$ cat src/rtl/alarm_pkg.sv
// Shared alarm-clock definitions: ring-sequencer states and digit constants.
package alarm_pkg;

    typedef enum logic [2:0] {
        IDLE    = 3'd0,
        LOCKOUT = 3'd1,
        ARMED   = 3'd2,
        RINGING = 3'd3,
        SNOOZE  = 3'd4
    } state_e;

    // Width of one BCD digit.
    localparam int unsigned DIGIT_W = 4;

    // Keypad "no key pressed" code, shared with the keypad logic.
    localparam int unsigned NO_KEY = 10;

endpackage

$ cat src/rtl/alarm_time_match.sv
// Combinational HH:MM BCD comparator; also used by the display-blink logic.
module alarm_time_match
    import alarm_pkg::*;
(
    input  logic [DIGIT_W-1:0] cur_ms_hour_i,
    input  logic [DIGIT_W-1:0] cur_ls_hour_i,
    input  logic [DIGIT_W-1:0] cur_ms_min_i,
    input  logic [DIGIT_W-1:0] cur_ls_min_i,
    input  logic [DIGIT_W-1:0] alm_ms_hour_i,
    input  logic [DIGIT_W-1:0] alm_ls_hour_i,
    input  logic [DIGIT_W-1:0] alm_ms_min_i,
    input  logic [DIGIT_W-1:0] alm_ls_min_i,
    output logic               match_o
);

    // All four digits must agree.
    always_comb begin
        match_o = ({cur_ms_hour_i, cur_ls_hour_i, cur_ms_min_i, cur_ls_min_i} ==
                   {alm_ms_hour_i, alm_ls_hour_i, alm_ms_min_i, alm_ls_min_i});
    end

endmodule

$ cat src/rtl/alarm_ring_ctrl.sv
// Alarm ring sequencer: arms on time mismatch, rings on match, handles
// snooze, stop and ring timeout.
module alarm_ring_ctrl
    import alarm_pkg::*;
#(
    parameter int unsigned TIMEOUT_SEC = 10,
    parameter int unsigned SNOOZE_MIN  = 5,
    parameter int unsigned SNOOZE_MAX  = 3
) (
    input  logic               clock,
    input  logic               reset,
    input  logic               one_second,
    input  logic               one_minute,
    input  logic [DIGIT_W-1:0] cur_ms_hour,
    input  logic [DIGIT_W-1:0] cur_ls_hour,
    input  logic [DIGIT_W-1:0] cur_ms_min,
    input  logic [DIGIT_W-1:0] cur_ls_min,
    input  logic [DIGIT_W-1:0] alm_ms_hour,
    input  logic [DIGIT_W-1:0] alm_ls_hour,
    input  logic [DIGIT_W-1:0] alm_ms_min,
    input  logic [DIGIT_W-1:0] alm_ls_min,
    input  logic               alarm_enable,
    input  logic               snooze_button,
    input  logic               stop_button,
    output logic               alarm_sound,
    output logic               snooze_active,
    output logic [1:0]         snooze_count
);

    localparam logic [5:0] SEC_LIMIT = 6'(TIMEOUT_SEC);
    localparam logic [3:0] MIN_LIMIT = 4'(SNOOZE_MIN);
    localparam logic [1:0] SNZ_LIMIT = 2'(SNOOZE_MAX);

    state_e     state_q, state_d;
    logic [5:0] sec_q, sec_d;
    logic [3:0] min_q, min_d;
    logic [1:0] snz_q, snz_d;
    logic       match;
    logic [5:0] sec_inc;
    logic [3:0] min_inc;

    alarm_time_match u_match (
        .cur_ms_hour_i (cur_ms_hour),
        .cur_ls_hour_i (cur_ls_hour),
        .cur_ms_min_i  (cur_ms_min),
        .cur_ls_min_i  (cur_ls_min),
        .alm_ms_hour_i (alm_ms_hour),
        .alm_ls_hour_i (alm_ls_hour),
        .alm_ms_min_i  (alm_ms_min),
        .alm_ls_min_i  (alm_ls_min),
        .match_o       (match)
    );

    // Saturating increments so the counters can never wrap.
    always_comb begin
        sec_inc = (sec_q == '1) ? sec_q : sec_q + 6'd1;
        min_inc = (min_q == '1) ? min_q : min_q + 4'd1;
    end

    // Next-state and counter update, in priority order:
    // disable > stop > snooze > strobes.
    always_comb begin
        state_d = state_q;
        sec_d   = sec_q;
        min_d   = min_q;
        snz_d   = snz_q;
        if (!alarm_enable) begin
            state_d = IDLE;
            sec_d   = '0;
            min_d   = '0;
            snz_d   = '0;
        end else begin
            unique case (state_q)
                IDLE: begin
                    state_d = LOCKOUT;
                end
                LOCKOUT: begin
                    if (!match) state_d = ARMED;
                end
                ARMED: begin
                    if (match) begin
                        state_d = RINGING;
                        sec_d   = '0;
                        snz_d   = '0;
                    end
                end
                RINGING: begin
                    if (stop_button) begin
                        state_d = LOCKOUT;
                        sec_d   = '0;
                        min_d   = '0;
                    end else if (snooze_button) begin
                        if (snz_q < SNZ_LIMIT) begin
                            state_d = SNOOZE;
                            snz_d   = snz_q + 2'd1;
                            min_d   = '0;
                        end else begin
                            state_d = LOCKOUT;
                            sec_d   = '0;
                            min_d   = '0;
                        end
                    end else if (one_second) begin
                        if (sec_inc >= SEC_LIMIT) begin
                            state_d = LOCKOUT;
                            sec_d   = '0;
                            min_d   = '0;
                        end else begin
                            sec_d = sec_inc;
                        end
                    end
                end
                SNOOZE: begin
                    if (stop_button) begin
                        state_d = LOCKOUT;
                        sec_d   = '0;
                        min_d   = '0;
                    end else if (one_minute) begin
                        if (min_inc >= MIN_LIMIT) begin
                            state_d = RINGING;
                            sec_d   = '0;
                            min_d   = '0;
                        end else begin
                            min_d = min_inc;
                        end
                    end
                end
                default: begin
                    state_d = IDLE;
                    sec_d   = '0;
                    min_d   = '0;
                    snz_d   = '0;
                end
            endcase
        end
    end

    // State and counter registers with synchronous reset.
    always_ff @(posedge clock) begin
        if (reset) begin
            state_q <= IDLE;
            sec_q   <= '0;
            min_q   <= '0;
            snz_q   <= '0;
        end else begin
            state_q <= state_d;
            sec_q   <= sec_d;
            min_q   <= min_d;
            snz_q   <= snz_d;
        end
    end

    // Outputs decode only registered state, so buttons never reach them combinationally.
    always_comb begin
        alarm_sound   = (state_q == RINGING);
        snooze_active = (state_q == SNOOZE);
        snooze_count  = snz_q;
    end

endmodule
$ cat config.mk
export PLATFORM = sky130hd
export DESIGN_NAME = alarm_ring_ctrl
export DESIGN_NICKNAME = d
export VERILOG_FILES = /design/src/rtl/alarm_pkg.sv /design/src/rtl/alarm_time_match.sv /design/src/rtl/alarm_ring_ctrl.sv
export SDC_FILE = /design/constraint.sdc
export NUM_CORES = 1
export LEC_CHECK = 0
export CAP_MARGIN = 20
export CORE_ASPECT_RATIO = 0.5
export CORE_MARGIN = 2
export CORE_UTILIZATION = 42
export CTS_BUF_LIST = sky130_fd_sc_hd__clkbuf_2 sky130_fd_sc_hd__clkbuf_4 sky130_fd_sc_hd__clkbuf_8
export DETAILED_ROUTE_END_ITERATION = 6
export PLACE_DENSITY = 0.74
export SLEW_MARGIN = 20
export SYNTH_ARGS = -nofsm -noshare
export SYNTH_HDL_FRONTEND = slang
export SYNTH_SLANG_ARGS = --single-unit
$ cat constraint.sdc
create_clock -name clock -period 2.2 [get_ports clock]
set_input_delay 0.66 -clock clock [delete_from_list [all_inputs] [get_ports clock]]
set_output_delay 0.66 -clock clock [all_outputs]
set_load 0.02 [all_outputs]
### After elaboration in Yosys (flattened, before gate mapping)

Cells that the tools add are included.

* register bits: 15
* input port bits: 39
* output and inout bits: 4
* logic and storage cells: 76

* add/subtract/negate cells: 3
* magnitude comparators: 3
* equal/unequal tests: 17
* multiplexer cells: 36
* bitwise logic cells: 4
* reductions and logical operators: 9

Operators by type and width (number)
* $mux W6: 10
* $mux W4: 8
* $mux W3: 10
* $pmux W6 S4: 1
* $eq A16 B16 Y1: 1
* $pmux W3 S5: 1
* $pmux W4 S3: 1
* $reduce_and A6 Y1: 2
* $mux W2: 4
* $ne A2 B2 Y1 const B: 4
* $ne A4 B4 Y1 const B: 2
* $add A6 B1 Y6 const B: 1
* $eq A3 B2 Y1 const B: 2
* $eq A6 B6 Y1 const B: 1
* $ge A6 B4 Y1 const B: 1
* $pmux W2 S3: 1
* $reduce_or A3 Y1: 2
* $reduce_and A5 Y1: 1
* $add A4 B1 Y4 const B: 1
* $eq A4 B4 Y1 const B: 1
* $ge A4 B3 Y1 const B: 1
* $ne A4 B3 Y1 const B: 1
* $not A1 Y1: 4
* $reduce_and A4 Y1: 1
* other kinds (9): 10

### Longest topological paths before layout

* depth after elaboration: 8
* mapped depth: 8

### Modules after synthesis

From an unflattened synthesis, not the netlist that was laid out.

* cell total of the unflattened synthesis: 139
* area total of the unflattened synthesis: 1182.4 µm²

Modules (own cells, without submodules)
* alarm_ring_ctrl: instances 1, cells each 118, area each 1004.7 µm², seq. area each 300.3 µm²
* alarm_time_match: instances 1, cells each 21, area each 177.7 µm², seq. area each 0.0 µm²

### Worst setup path after synthesis

No wires, ideal clock.

* kind: reg2reg
* start point: register min_q[0]
* end point: register sec_q[3]
* setup time: 0.119 ns
* data arrival time: 1.929 ns
* required time: 2.081 ns
* slack: 0.152 ns
* stages on the path, launching flop included: 8
* path buffers: 0
* clock period less this slack: 2.048 ns
* cell sequence: dfxtp_1 > ha_1 > nand2b_1 > or4_4 > a31o_4 > o211ai_4 > nor2_1 > o221a_1

* word-level cells in the longest chain between the ends: 5
* elaborated cells between the ends (all ways): 6
* those cells by class: add/sub: 1; order compare: 1; eq/ne: 2; mux: 1; reduce/logical: 1

RTL lines
* from (decl): RTL line alarm_ring_ctrl.sv:36 `logic [3:0] min_q, min_d;`
* from (signal assigned): RTL line alarm_ring_ctrl.sv:147 `min_q <= min_d;`
* $add A4 B1 Y4 or $eq A4 B4 Y1 (tied branches): RTL line alarm_ring_ctrl.sv:57 `min_inc = (min_q == '1) ? min_q : min_q + 4'd1;`
* $mux W4 *: RTL line alarm_ring_ctrl.sv:57
* $ge A4 B3 Y1 *: RTL line alarm_ring_ctrl.sv:118 `if (min_inc >= MIN_LIMIT) begin`
* $ne A3 B2 Y1 (no source line) *
* $reduce_and A6 Y1 (no source line) *
* to (signal assigned): RTL line alarm_ring_ctrl.sv:141 `sec_q <= '0;`
* to (signal assigned): RTL line alarm_ring_ctrl.sv:146 `sec_q <= sec_d;`
* to (decl): RTL line alarm_ring_ctrl.sv:35 `logic [5:0] sec_q, sec_d;`

Mark *: on every way between the ends. The rest lies on a longest branch, timed or not.
A chain may end at the register's enable or synchronous reset.

### Worst setup path after layout

* start point: register min_q[1]
* end point: register state_q[1]

* word-level cells in the longest chain between the ends: 5
* elaborated cells between the ends (all ways): 6
* those cells by class: add/sub: 1; order compare: 1; eq/ne: 2; mux: 1; reduce/logical: 1

RTL lines
* $add A4 B1 Y4 or $eq A4 B4 Y1 (tied branches): RTL line alarm_ring_ctrl.sv:57
* $mux W4 *: RTL line alarm_ring_ctrl.sv:57
* $ge A4 B3 Y1 *: RTL line alarm_ring_ctrl.sv:118
* $ne A3 B2 Y1 (no source line) *
* $reduce_and A6 Y1 (no source line) *
* to (signal assigned): RTL line alarm_ring_ctrl.sv:145 `state_q <= state_d;`
* to (decl): RTL line alarm_ring_ctrl.sv:34 `state_e state_q, state_d;`

Marked as above.

==> metrics.md <==
| Metric | Value |
|---|---|
| Fin. max-slew vios | 0 |
| Post-DP HPWL | 2.43 mm |
| #FFs+latches synth | 15 |
| Dpl ws | -0.481 ns |
| Routed wire length | 3.20 mm |
| Worst reg2reg startpoint | min_q[1] |
| Final min period | 2.14 ns |
| Mapped Cells | 134 |
| Syn_area_per_cell | around 9.1 µm² |
| Top_reg_cell synth | dfxtp_1 |
| Hold Crit Endpoint | min_q[3] |
| P per Cell Area | roughly 360 nW/µm² |
| Hold Slack | 0.454 ns |
| Via count | 1243 |
| Worst Setup End Kind | flip-flop |
| VDD IR max | 152 µV |
| Gate power share | 0.215 |
| GRT overflow | 0 |
| Count of cell types in the netlist | between 40 and 50 |
| Placer Congestion | 0.859 |
| Area growth, synth to finish | 49.9% |
| Sw Ratio | 0.255 |
| Final Hold Vio Count | 0 |
| Rel. slew slack | 0.720 |
| Root buf cell | clkbuf_8 |
| Hold path startpoint | min_q[3] |
| WS Path Type | reg2reg |
| Sequential share of the synthesized area | 0.246 |
| Pleak | between 0.8 and 0.9 nW |
| Final core utilization | 0.682 |
| R2r setup slk | between 0.06 and 0.07 ns |
| CTS tree | yes |
| Site row count | 13 |
| Wire per inst | 14.0 µm |
| Number of global-route vias before repair | around 1200 |
| IO Port Bufs | 42 |
| Setup TNS | 0 ns |
| Antenna Cells | 0 |
| Share of cells above drive strength 1 | 0.335 |
| CP startpoint kind | flip-flop |
| Post-DRT Antenna Nets | 0 |
| Vias per inst | around 5.5 |
| Clock sinks | 15 |
| I/O pin count | 43 |
| Post-Syn Area | 1220 µm² |
| Wire length on met1 | about 1.4 mm |
| Starting DRC count in detailed routing | 74 |
| Reg2Reg Depth | 7 |
| Final net count | 234 |
| Reg2reg end | state_q[1] |
| Status | completed |
| Leading area contributor after synthesis | dfxtp_1 |
| Final Instance Count excl. Fillers | approximately 230 |
| Top-area cell type share of the netlist area | 0.246 |
| Top cells by area, synth | dfxtp_1, xor2_1, nor2_1, a21oi_1, ha_1 |
| Internal power | approximately 500 µW |
| Initial antenna violation count | 0 |
| RSZ-0062 raised after global routing | true |
| Crit share post-route | 0.971 |
| Worst slew pin tran | 0.417 ns |
| Clk Latency, worst-skew pair | 0.26 ns |
| First-pass GRT wire length | around 5.1 mm |
| Final WS setup | 0.0638 ns |
| WL met3 | 191 µm |
| DP Cell Count | 222 |
| Worst Path Arrival | around 2.3 ns |
| Initial core utilization | 0.455 |
| P_sw | 169 µW |
| GRT Overall Usage | 0.197 |
| Die ar. | 3380 µm² |
| Die W | ~80 µm |
| First drt pass iteration count | 4 |
| Hold buffers post-CTS | 0 |
| Syn Nets | ~180 |
| Async SR Flop Fraction | 0 |
| Post-route DRC | 0 |
| Clock Tree Buf Depth | 2 |
| Achievable clock frequency | 468 MHz |
| Design Area, Final | 1830 µm² |
| Crit-path max FO | 5 |
| HP Class | reg2reg |
| Dpl cell area | 1740 µm² |
| Routed met2 length | 1.58 mm |
| Top sig layer | met4 |
| Htree depth | 1 |
| Yosys Warn Count | 0 |
| Worst hold path depth | 2 |
| Cts bufs inserted | 3 |
| Total power | 664 µW |
| CP startpoint | min_q[1] |
| Reg clk slew, reported paths | ~0.060 ns |
| Setup Skew | 0.00295 ns |
| Max Cap Viol | 0 |
| CP Data Required Time | 2.33 ns |
| Reg power frac | 0.416 |
| Post-synth EDFFs | 0 |
| Clock Power Share | 0.369 |
| Largest net degree at the start of global routing | 11 |
| Final setup fails | 0 |
| Core area | ~2700 µm² |
| Die height | between 40 and 50 µm |
[kinds of logic after synthesis]
family,synth area share
muxes,0.0256
and+or+nand+nor,0.292
xor gates and xnor gates,0.115
adders and majority gates,0.0308
DFF,0.246
buffers and inverters,0.0523
AOI/OAI and AO/OA,0.238
[repair_timing]
action | 4_1_cts | 5_1_grt
pin swaps | 23 | 22
setup endpoints to repair | 9 | 10
resized for setup | 32 | 57
gates cloned | 1 | 0
setup buffers | 1 | 0
[how the worst max path moves through the flow]
| stage | endpoint | depth (start not counted) |
|---|---|---|
| after floorplan | sec_q[3] | 7 |
| after global placement | sec_q[1] | 8 |
| after detailed placement | sec_q[1] | 8 |
| after CTS | sec_q[1] | 8 |
| after global routing | state_q[1] | 7 |
| final | state_q[1] | 7 |
[flip-flops by register name (all words and copies together), names as in the netlist]
register / cells
snooze_count: 2
min_q: 4
state_q: 3
sec_q: 6
[worst max-delay path, stage by stage, from the launching register on]
cell	delay (ns)
dfxtp_2	0.34
ha_1	0.28
nand2b_1	0.19
or4_4	0.50
a31o_4	0.28
nand4_4	0.12
mux2i_2	0.22
a21oi_1	0.09
[per-layer routing]
| metal | vias to the layer above | track usage |
|---|---|---|
| li1 | 607 | - |
| met1 | 584 | 0.237 |
| met2 | 45 | 0.328 |
| met3 | 7 | 0.0517 |
| met4 | 0 | 0.0915 |
| met5 | - | 0 |
[final cells by class]
class	instances	area, µm²
fill	209	855
clock buffer	4	48.8
sequential	15	302
multi-input combinational	112	945
inverter	3	11.3
timing repair buffer	57	477
tap	37	46.3
[placed cells by master, fill, tap and decap left out, drive strengths merged, types with 2 or more instances in the layout]
master	netlist	layout
a211oi	2	2
a21oi	10	10
a31oi	3	3
and3	2	2
buf	3	16
clkbuf	1	19
clkdlybuf4s15	0	6
clkdlybuf4s50	0	7
dfxtp	15	15
dlygate4sd2	0	5
dlymetal6s2s	0	8
ha	3	3
inv	3	3
mux2i	2	2
nand2	10	10
nand2b	7	7
nand3	3	3
nand4	2	2
nor2	12	12
nor2b	3	3
nor3b	3	3
nor4	5	5
o211ai	1	2
o21ai	5	5
o221a	3	3
o31ai	2	2
xor2	16	16
[cell usage after synthesis, drive strengths merged, types with 2 or more instances]
library cell,count
nand4,2
a31oi,3
inv,3
buf,3
nor2,12
o221a,3
nor3b,3
nand3,3
nand2,10
a21oi,10
nand2b,7
a211oi,2
and3,2
mux2i,2
xor2,16
o31ai,2
nor4,5
ha,3
nor2b,3
dfxtp,15
o21ai,5
[power groups by stage]
stage	Sequential, mW	Clock [mW]	Combinational [mW]
finish	0.276	0.245	0.143
global route	0.276	0.260	0.155
CTS	0.276	0.247	0.142
detailed placement	0.282	0	0.151
global placement	0.282	0	0.149
floorplan	0.281	0	0.0637
No activity file was read; power rests on OpenSTA's default activity.
==> RTL edit 1: new RTL, same settings <==
Set the package constant `DIGIT_W` to 3 (it was 4).
--- a/src/rtl/alarm_pkg.sv
+++ b/src/rtl/alarm_pkg.sv
@@ -11,5 +11,5 @@
 
     // Width of one BCD digit.
-    localparam int unsigned DIGIT_W = 4;
+    localparam int unsigned DIGIT_W = 3;
 
     // Keypad "no key pressed" code, shared with the keypad logic.
Ports: changed (8 resized); port bits go from 43 to 35. The function was not compared with the original's and may differ.
==> RTL edit 1 against the unedited design <==
Total power shrank 5.7%. Synthesized cell count decreased by 1.5%. Worst setup slack improved by 0.0017 ns. Wire length is 4.1% lower. Global-route usage shrank 0.18 points. Synthesized area fell by 8.9%. Sequential cell count is the same. Via count is 5.6% lower. Final area down 5.9%. Critical path type is now reg2out. Largest power group unchanged. Highest routed layer is now met3.
==> RTL edit 1: results (changes against the unedited design) <==
| Metric | Value |
|---|---|
| Outcome | finished, final reports clean |
| First-pass GRT wire length | 4.64 mm (-8.8%) |
| H-tree Lvls | 1 (unchanged) |
| Number of filler cells placed in the layout | 195 (-6.7%) |
| Design Area, Final | 0.00172 sq mm (-5.9%) |
| Vias in the first global route | 988 (-17%) |
| Setup crit start | state_q[2] |
| Post-synth top cells | dfxtp_1, a21oi_1, xor2_1 |
| GP Congestion | 0.776 (-9.7%) |
| R2R Path Start | min_q[0] |
| FMAX | 0.468 GHz (about the same) |
| Worst Max-Slew Pin Slew | 0.475 ns (+0.0582 ns) |
| Met2 GRT Util | 36.6% (+3.8 points) |
| Placed Area | 0.00156 sq mm (-10%) |
| Combinational gate power | 0.000113 W (-21%) |
| Met3 Track Usage GR | 4.95% (-0.22 points) |
| DR iter-0 viols | 30 (-59%) |
| Peak VDD IR | 0.300 mV (+97%) |
| WL final | 3.07 mm (-4.1%) |
| Resize count post-CTS | 15 (-53%) |
| Clock Skews | 0.00332 ns (+0.000368 ns) |
| Setup Fix Bufs, Post-CTS | 2 (+1) |
| Total track usage | 19.5% (-0.18 points) |
| Met1 usage | 24.1% (+0.32 points) |
| Post-Syn Nets | 166 (-5.7%) |
| Overflow after GRT | 0 (unchanged) |
| CP Data Arrival Time | 1.47 ns (-0.80 ns) |
| Met1 wire length | 1.41 mm (+3.9%) |
| Total number of vias | 1,173 (-5.6%) |
| HPWL reported at the end of detailed placement | 2.21 mm (-9.4%) |
| Synth area leaders | dfxtp_1, xor2_1, a21oi_1 |
| Worst-path clk slew | 0.06 ns (about the same) |
| Layout net count | 216 (-7.7%) |
| Pleak | 0.730 nW (-10%) |
| Int Power | 0.000481 W (-2.7%) |
| Part of the power in registers | 44.4% (+2.8 points) |
| Syn Inst Count | 132 (-1.5%) |
| Top Layer Used | met3 |
| Share of layout cells above drive strength 1 | 24.3% (-9.2 points) |
| Synth unique cells | 43 (-12%) |
| Met2 routed WL | 1.54 mm (-2.2%) |
| CP max FO | 6 (+1) |
| Hold_sp | snooze_count[1] |
| Hold Worst Slack | 0.513 ns (+0.0589 ns) |
| Pin count of the biggest net entering global routing | 10 (-1) |
| Port Buffers | 34 (-19%) |
| Non-Filler Instances | 218 (-4.4%) |
| # diodes | 0 (unchanged) |
| Met3 Routed Length | 118 um (-38%) |
| Register area share after synthesis | 27.0% (+2.4 points) |
| Dpl ws | -0.435 ns (+0.0457 ns) |
| Comb power frac | 18.0% (-3.5 points) |
==> RTL edit 1: path summary, 6_finish.rpt <==
kind,slack [ns],cells past startpoint,endpoint
setup / recovery,0.07,3,alarm_sound
hold / removal,0.51,2,snooze_count[1]
setup reg to reg,0.08,6,sec_q[3]
hold reg to reg,0.51,2,snooze_count[1]
==> RTL edit 1: worst max-delay path: stages (launching register included) <==
cell	delay (ns)
dfxtp_1	0.34
nand3b_1	0.20
inv_1	0.08
clkdlybuf4s50_1	0.61
==> RTL edit 1: cell type report <==
type | count | area share (%)
tap | 37 | 2.69
clock buffer | 4 | 2.83
timing repair buffer | 50 | 28.3
sequential | 15 | 17.6
multi-input combinational | 104 | 46.9
inverter | 8 | 1.74
==> RTL edit 1: cell families after synthesis <==
| kind of cell | after synthesis | synth area share, % |
|---|---|---|
| simple gates | 51 | 29.2 |
| compound gates | 36 | 24.1 |
| flops | 15 | 27.0 |
| xor+xnor | 14 | 11.0 |
| buf+inv | 13 | 5.29 |
| fa+ha+maj | 3 | 3.38 |
==> RTL edit 2: new RTL, same flow settings <==
Made on the original files. Put a register stage on the output `snooze_count`. The value now appears one clock later. The other outputs are not delayed to match.
--- a/src/rtl/alarm_ring_ctrl.sv
+++ b/src/rtl/alarm_ring_ctrl.sv
@@ -31,4 +31,6 @@
     localparam logic [3:0] MIN_LIMIT = 4'(SNOOZE_MIN);
     localparam logic [1:0] SNZ_LIMIT = 2'(SNOOZE_MAX);
+
+    logic [1:0] snooze_count_d;
 
     state_e     state_q, state_d;
@@ -154,5 +156,9 @@
         alarm_sound   = (state_q == RINGING);
         snooze_active = (state_q == SNOOZE);
-        snooze_count  = snz_q;
+        snooze_count_d = snz_q;
+    end
+
+    always_ff @(posedge clock) begin
+        snooze_count <= snooze_count_d;
     end
 
Check against the original RTL: not equivalent (Yosys sat finds a counterexample within 10 cycles, from zero or initial values).
==> RTL edit 2 against the unedited design <==
Sequential cell count increased by 2. Final area grew 8.6%. Sequential power rose by 13%. Wire length fell by 2.4%. Sequential share of layout area is 0.64 points higher. Synthesized area grew 6.3%. Total power grew 5.9%. Worst setup slack lost 0.0092 ns.
==> RTL edit 2: results (changes against the unedited design) <==
| Metric | Value |
|---|---|
| R2R Path Start | sec_q[0] |
| Share of layout cells above drive strength 1 | 19.8% (-14 points) |
| Post-Syn Nets | 198 (+13%) |
| Delay-heaviest family, CP | buffers and inverters |
| Resize count post-CTS | 27 (-16%) |
| Post-synth top cells | dfxtp_1, nand2_1, xnor2_1 |
| Outcome | finished, final reports clean |
| Met2 routed WL | 1.38 mm (-12%) |
| Top Layer Used | met4 |
| Total track usage | 19.3% (-0.41 points) |
| Met1 wire length | 1.49 mm (+10%) |
| Synth Area in Adders | 2.90% (-0.18 points) |
| Hold Path Sink | snooze_count[1] |
| Vias in the first global route | 1,327 (+12%) |
| HPWL reported at the end of detailed placement | 2.59 mm (+6.5%) |
| Dpl ws | -0.373 ns (+0.108 ns) |
| Synth area leaders | dfxtp_1, xnor2_1, nand2_1 |
| Pleak | 0.894 nW (+9.6%) |
| Mux cell area share after synthesis | 1.54% (-1.0 points) |
| Met2 GRT Util | 33.5% (+0.72 points) |
| GP Congestion | 0.869 (+1.2%) |
| Post-Synth XOR/XNOR Area | 10.8% (-0.68 points) |
| Register area share after synthesis | 26.3% (+1.6 points) |
| Met1 usage | 24.1% (+0.34 points) |
| Slowest stage delay, CP | 0.47 ns (-0.03 ns) |
| Slowest cell on the critical path | clkdlybuf4s50_1 |
| Worst r2r dst | sec_q[0] |
| Met3 Track Usage GR | 4.89% (-0.28 points) |
| CP Data Arrival Time | 2.35 ns (+0.08 ns) |
| Placed Area | 0.00192 sq mm (+11%) |
| Total number of vias | 1,385 (+11%) |
| Layout net count | 265 (+13%) |
| Peak VDD IR | 0.244 mV (+60%) |
| First-pass GRT wire length | 5.38 mm (+5.8%) |
| CP max FO | 4 (-1) |
| Met3 Routed Length | 220 um (+15%) |
| R2R depth | 7 (unchanged) |
| Compound-Gate Fraction of Synth Area | 24.7% (+0.92 points) |
| Worst R2R Setup Slack | 0.18 ns (+0.12 ns) |
| Worst Max-Slew Pin Slew | 0.361 ns (-0.0553 ns) |
| WL final | 3.12 mm (-2.4%) |
| Synth unique cells | 52 (+6.1%) |
| Pin count of the biggest net entering global routing | 11 (unchanged) |
| Setup Fix Bufs, Post-CTS | 0 (-1) |
| Clock Skews | 0.00591 ns (+0.00296 ns) |
| Hold_sp | snooze_count_d[1] |
| Hold path depth | 0 (-2) |
| DR iter-0 viols | 21 (-72%) |
| # diodes | 0 (unchanged) |
| Number of filler cells placed in the layout | 255 (+22%) |
-- RTL edit 2: cell types whose count changed in the layout (fill, tap and decap cells not counted), sizes merged, moves of 5 or more --
cell	unedited run	this run
nand2	10	17
clkdlybuf4s15	6	0
xor2	16	0
dlygate4sd2	5	26
inv	3	8
xnor2	0	16
clkbuf	19	4
nand2b	7	2
buf	16	25
-- RTL edit 2: area by class of cell --
class	count	area share, %
multi-input cells	126	46.3
flip-flops and latches	17	17.1
repair buffers	67	30.1
clock buffers	4	2.46
well taps	40	2.52
inverters	8	1.51
-- RTL edit 2: stage by stage --
stage / util (%) / std cells / setup TNS, ns / hold slack, ns / power, W
after floorplan: - / 156 / 0 / 0.354 / 0.000379
after global placement: 64.6 / 257 / -2.95 / 0.366 / 0.000476
after detailed placement: 64.6 / 257 / -3.32 / 0.375 / 0.000479
after CTS: 65.3 / 261 / -0.00311 / 0.379 / 0.000711
after global routing: 66.7 / 262 / 0 / 0.388 / 0.000734
final: 66.7 / 262 / 0 / 0.379 / 0.000703
-- RTL edit 2: worst max path at each step --
stage / depth (start not counted) / endpoint / from / slack (ns)
3_5_place_dp: 7 / sec_q[0] / cur_ls_hour[0] / -0.37
4_1_cts: 7 / sec_q[0] / cur_ms_min[3] / -0.003
6_report: 6 / state_q[0] / snooze_button / 0.05
3_3_place_gp: 7 / sec_q[0] / cur_ms_min[3] / -0.32
5_1_grt: 7 / sec_q[0] / alm_ms_hour[3] / 0.005
2_1_floorplan: 6 / sec_q[0] / alm_ms_min[3] / 0.13
-- RTL edit 2: power by group --
group	leakage, nW	internal [W]	total [W]	switching, W
clock network	0.0262	0.000141	0.000248	0.000107
logic	0.731	0.0000886	0.000142	0.0000532
registers	0.137	0.000310	0.000313	0.00000335
